$ cat config.mk
export PLATFORM = sky130hd
export DESIGN_NAME = instr_fetch_ctrl
export DESIGN_NICKNAME = d
export VERILOG_FILES = /design/src/rtl/instr_fetch_ctrl.sv
export SDC_FILE = /design/constraint.sdc
export NUM_CORES = 1
export LEC_CHECK = 0
export BUFFER_PORTS_ARGS = -buffer_cell sky130_fd_sc_hd__buf_2
export CORE_AREA = 2 2 155 157
export CTS_BUF_LIST = sky130_fd_sc_hd__clkbuf_2 sky130_fd_sc_hd__clkbuf_4 sky130_fd_sc_hd__clkbuf_8
export CTS_CLUSTER_DIAMETER = 40
export DETAILED_ROUTE_END_ITERATION = 8
export DIE_AREA = 0 0 157 159
export PLACE_DENSITY_LB_ADDON = 0.08
export RECOVER_POWER = 25
export SLEW_MARGIN = 20
export SYNTH_ARGS = -nofsm -noshare
export SYNTH_HDL_FRONTEND = slang
export SYNTH_SLANG_ARGS = --single-unit
$ cat constraint.sdc
create_clock -name clk -period 4.43 [get_ports clk]
set_input_delay 0.886 -clock clk [delete_from_list [all_inputs] [get_ports clk]]
set_output_delay 0.886 -clock clk [all_outputs]
set_load 0.02 [all_outputs]
$ cat src/rtl/instr_fetch_ctrl.sv
// Fetch sequencer: owns the fetch PC, reads instruction memory combinationally and
// queues {pc, instr} pairs for decode. Handles redirects, halt and misaligned targets.
module instr_fetch_ctrl #(
    parameter logic [31:0] RESET_PC  = 32'h0000_0000,
    parameter int          BUF_DEPTH = 2
) (
    input  logic        clk,
    input  logic        rst,
    output logic [31:0] imem_addr,
    input  logic [31:0] imem_instr,
    output logic        out_valid,
    input  logic        out_ready,
    output logic [31:0] out_instr,
    output logic [31:0] out_pc,
    input  logic        redirect_valid,
    input  logic [31:0] redirect_pc,
    input  logic        halt,
    output logic        misalign_err,
    output logic [31:0] fetch_count,
    output logic [1:0]  state_dbg
);

    // Handshake: a head entry transfers when out_valid && out_ready in a cycle with
    // no redirect; a redirect voids out_ready and squashes every buffered entry.

    localparam int PW = $clog2(BUF_DEPTH);
    localparam int CW = PW + 1;
    localparam logic [CW-1:0] DEPTH_C = CW'(BUF_DEPTH);

    typedef enum logic [1:0] {
        ST_RUN  = 2'd0,
        ST_HALT = 2'd1,
        ST_ERR  = 2'd2
    } state_t;

    state_t         state_q, state_d;
    logic [31:0]    pc_q, pc_d;
    logic [PW-1:0]  wr_ptr_q, wr_ptr_d;
    logic [PW-1:0]  rd_ptr_q, rd_ptr_d;
    logic [CW-1:0]  count_q, count_d;
    logic           err_q, err_d;
    logic [31:0]    fcount_q, fcount_d;
    logic [31:0]    buf_instr_q [BUF_DEPTH];
    logic [31:0]    buf_instr_d [BUF_DEPTH];
    logic [31:0]    buf_pc_q    [BUF_DEPTH];
    logic [31:0]    buf_pc_d    [BUF_DEPTH];

    logic           misalign;
    logic           pop;
    logic           push;

    assign misalign  = redirect_valid && (redirect_pc[1:0] != 2'b00);
    assign out_valid = (count_q != '0) && (state_q != ST_ERR);
    assign pop       = out_valid && out_ready && !redirect_valid;
    // At full, a push is still allowed when the head leaves in the same cycle.
    assign push      = (state_q == ST_RUN) && !halt && !redirect_valid &&
                       ((count_q < DEPTH_C) || pop);

    assign imem_addr    = pc_q;
    assign out_instr    = out_valid ? buf_instr_q[rd_ptr_q] : 32'h0;
    assign out_pc       = out_valid ? buf_pc_q[rd_ptr_q]    : 32'h0;
    assign misalign_err = err_q;
    assign fetch_count  = fcount_q;
    assign state_dbg    = state_q;

    always_comb begin
        state_d     = state_q;
        pc_d        = pc_q;
        wr_ptr_d    = wr_ptr_q;
        rd_ptr_d    = rd_ptr_q;
        count_d     = count_q;
        err_d       = err_q;
        fcount_d    = fcount_q;
        buf_instr_d = buf_instr_q;
        buf_pc_d    = buf_pc_q;

        if (misalign) begin
            // Fetch PC is left alone so imem_addr freezes at the last good address.
            wr_ptr_d = '0;
            rd_ptr_d = '0;
            count_d  = '0;
            err_d    = 1'b1;
            state_d  = ST_ERR;
        end else if (redirect_valid && (state_q != ST_ERR)) begin
            wr_ptr_d = '0;
            rd_ptr_d = '0;
            count_d  = '0;
            pc_d     = redirect_pc;
        end else begin
            case (state_q)
                ST_RUN:  if (halt)  state_d = ST_HALT;
                ST_HALT: if (!halt) state_d = ST_RUN;
                default: state_d = state_q;
            endcase

            if (push) begin
                buf_instr_d[wr_ptr_q] = imem_instr;
                buf_pc_d[wr_ptr_q]    = pc_q;
                wr_ptr_d              = wr_ptr_q + PW'(1);
                pc_d                  = pc_q + 32'd4;
                fcount_d              = fcount_q + 32'd1;
            end
            if (pop) begin
                rd_ptr_d = rd_ptr_q + PW'(1);
            end

            case ({push, pop})
                2'b10:   count_d = count_q + CW'(1);
                2'b01:   count_d = count_q - CW'(1);
                default: count_d = count_q;
            endcase
        end
    end

    always_ff @(posedge clk) begin
        if (rst) begin
            state_q  <= ST_RUN;
            pc_q     <= RESET_PC;
            wr_ptr_q <= '0;
            rd_ptr_q <= '0;
            count_q  <= '0;
            err_q    <= 1'b0;
            fcount_q <= 32'h0;
            for (int i = 0; i < BUF_DEPTH; i++) begin
                buf_instr_q[i] <= 32'h0;
                buf_pc_q[i]    <= 32'h0;
            end
        end else begin
            state_q     <= state_d;
            pc_q        <= pc_d;
            wr_ptr_q    <= wr_ptr_d;
            rd_ptr_q    <= rd_ptr_d;
            count_q     <= count_d;
            err_q       <= err_d;
            fcount_q    <= fcount_d;
            buf_instr_q <= buf_instr_d;
            buf_pc_q    <= buf_pc_d;
        end
    end

endmodule

==> impl_metrics.json <==
{
  "ys_types": 61,
  "rsz0062_at_grt": "false",
  "yosys.area.top_type_share": 0.434,
  "ir_worst_vdd_mv": 0.158,
  "drt_drc_violations_left": 0,
  "wirelength_um": 26900,
  "status": "finished with violations",
  "violations": "max-capacitance violations, max-slew violations",
  "ys.flop_type": "dfxtp_1",
  "min_path_type": "reg -> reg",
  "worst_pin_slew_ns": 2.47,
  "fp-row-count": 56,
  "finalPower_mw": 3.44,
  "wl_per_cell_um": 16.2,
  "grt_max_degree": 111,
  "cts-root-buf": "clkbuf_8",
  "fp.dieW_um": 157,
  "slew_headroom": -0.644,
  "ys_warn_count": 0,
  "antenna_cells": 0,
  "htreeDepth": 4,
  "drtIter0Drc": 536,
  "port_buffers": 200,
  "async_flop_share": 0,
  "hold_viol": 0,
  "clk_latency_ns": 0.48,
  "hpwlAfterDp_um": 17500,
  "finalSetupViolCount": 0,
  "cts_sinks": 199,
  "synth_cells": 1186,
  "ys_seq_elements": 199,
  "p_leak_nw": 3.55,
  "track_usage": 0.215,
  "syn_avg_cell_area_sq_um": 7.74,
  "mostFrequentLayoutCells": "304 x nand2_1, 198 x dfxtp_1, 160 x a21oi_1",
  "cts.clk_slew.worst_paths_ns": 0.11,
  "hold_buffers": 0,
  "place_congestion": 0.765,
  "max-clock-path-buffers": 2,
  "antenna_found_initial": 0,
  "die_y_um": 159,
  "die-area_sq_um": 25000,
  "clock_skew_ns": 0.0167,
  "place_area_sq_um": 10300,
  "stdcell_count": 1660,
  "netlist_top_cells_area": "dfxtp_1 43%, nand2_1 12%, a21oi_1 8.7%",
  "design_area_sq_um": 10700,
  "pin_count": 201,
  "crit_type": "in -> reg",
  "cts_tree": "yes",
  "cp.required_ns": 4.80,
  "max_freq_mhz": 273,
  "critPathLaunchType": "input pin",
  "crit_path_max_fanout": 110,
  "cts_buffers": 17,
  "worst_slack_ns": 0.761,
  "initial_core_util": 0.396,
  "min_period_over_period": 0.828,
  "period_minus_slack_ns": 3.67,
  "maxCapViolations": 1,
  "cts_resized": 0,
  "coreArea_sq_um": 23200,
  "dr.pass1.iters": 6,
  "hold_ws_ns": 0.459,
  "pre_cts_slack_ns": 1.02,
  "crit_path_cell_trace": "clkbuf_2 > buf_4 > nor2b_1 > mux2_2",
  "dp_cells": 1628,
  "synth_edf_count": 0,
  "synth-seq-area-share": 0.434,
  "fin_nets": 1400,
  "vias": 8581,
  "cts_setup_buffers": 0,
  "endpoint_kind": "register",
  "synth_top_cell_by_area": "dfxtp_1",
  "arrival_ns": 4.04,
  "fillCellCount": 2442,
  "drive_gt1_frac": 0.157,
  "grt_pass1_wl_um": 43300,
  "slew_viol_final": 111,
  "finalSetupTns_ns": 0,
  "synthesis.nets": 1258,
  "antenna_left": 0,
  "synth_area_sq_um": 9180,
  "slowest_stage": "clkbuf_2",
  "overflow": 0,
  "viasPerCell": 5.17,
  "critPathMaxStageDelay_ns": 1.65,
  "final_util": 0.460,
  "powerDensity_nw_per_um2": 322,
  "syn2layout_area_growth_pct": 16.3,
  "first_global_vias": 7954,
  "final_common_cell": "nand2_1"
}
[cell families after synthesis]
kind of cell | after synthesis | synth area share
XOR/XNOR | 29 | 0.0277
buffers and inverters | 100 | 0.0458
multiplexers | 68 | 0.0744
AND/OR/NAND/NOR | 558 | 0.272
flip-flops | 199 | 0.434
adder cells (fa/ha/maj) | 3 | 0.00409
AO/OA/AOI/OAI | 229 | 0.142
[sequential cells by signal, indices dropped and copies added, names as in the netlist]
register,flops
state_dbg,2
wr_ptr_q,1
misalign_err,1
count_q,2
buf_pc_q,64
imem_addr,32
fetch_count,32
buf_instr_q,64
rd_ptr_q,1
[power by group]
part / internal (mW) / switching [mW]
combinational: 0.100 / 0.210
sequential: 1.83 / 0.0587
clock: 0.529 / 0.710
[final cells by class]
cell class                      instances  area [sq um]  area share
Clock inverter                         15           189      0.0177
Inverter                                8          30.0     0.00281
Clock buffer                           17           234      0.0219
Sequential cell                       199          3990       0.374
Timing Repair Buffer                  215          1040      0.0977
Tap cell                              319           399      0.0374
Multi-Input combinational cell        887          4790       0.449
[routing by layer]
| metal | global-route usage | vias to the layer above | routed length [um] |
|---|---|---|---|
| met2 | 0.343 | 225 | 12500 |
| met5 | 0 | - | 0 |
| met3 | 0.0384 | 18 | 1270 |
| met1 | 0.304 | 4017 | 12900 |
| met4 | 0.0417 | 0 | 204 |
| li1 | - | 4321 | - |
[worst paths after layout]
path,startpoint,end,slack [ns],depth (start not counted)
worst max-delay path,rst,fetch_count[31],0.76,4
worst min-delay path,buf_instr_q[30],buf_instr_q[30],0.46,2
worst max register to register,state_dbg[0],imem_addr[28],1.50,6
worst min register to register,buf_instr_q[30],buf_instr_q[30],0.46,2
[cell usage after synthesis (2+ instances only)]
library cell	number
nand2_1	305
or3_1	6
nor2b_1	3
a31o_2	2
a21o_1	3
mux2_2	2
ha_1	3
xnor2_1	22
or4_1	7
nand4_1	18
nand3b_1	2
clkbuf_1	64
nand2b_1	5
o31ai_1	6
a311oi_1	2
and3_1	9
xor2_1	7
nor4_2	8
a32o_1	3
inv_1	6
mux2i_1	66
o21ai_0	18
nor3_1	13
buf_6	2
nand3_1	26
or4_4	2
nor3_2	3
a41o_1	2
buf_2	12
and4_1	4
dfxtp_1	199
nor2_1	123
o221a_2	2
nor4_1	10
nor3b_1	4
o2bb2ai_1	2
and2_1	4
a21oi_1	160
o22ai_1	3
a22oi_1	7
a31oi_1	8
a211oi_1	3
buf_1	12
[worst max-delay path: cells and delay by family]
family	cells	cell delay [ns]
muxes	1	0.29
and+or+nand+nor	1	0.10
buffers and inverters	2	2.61
(Power assumes the default switching activity.)
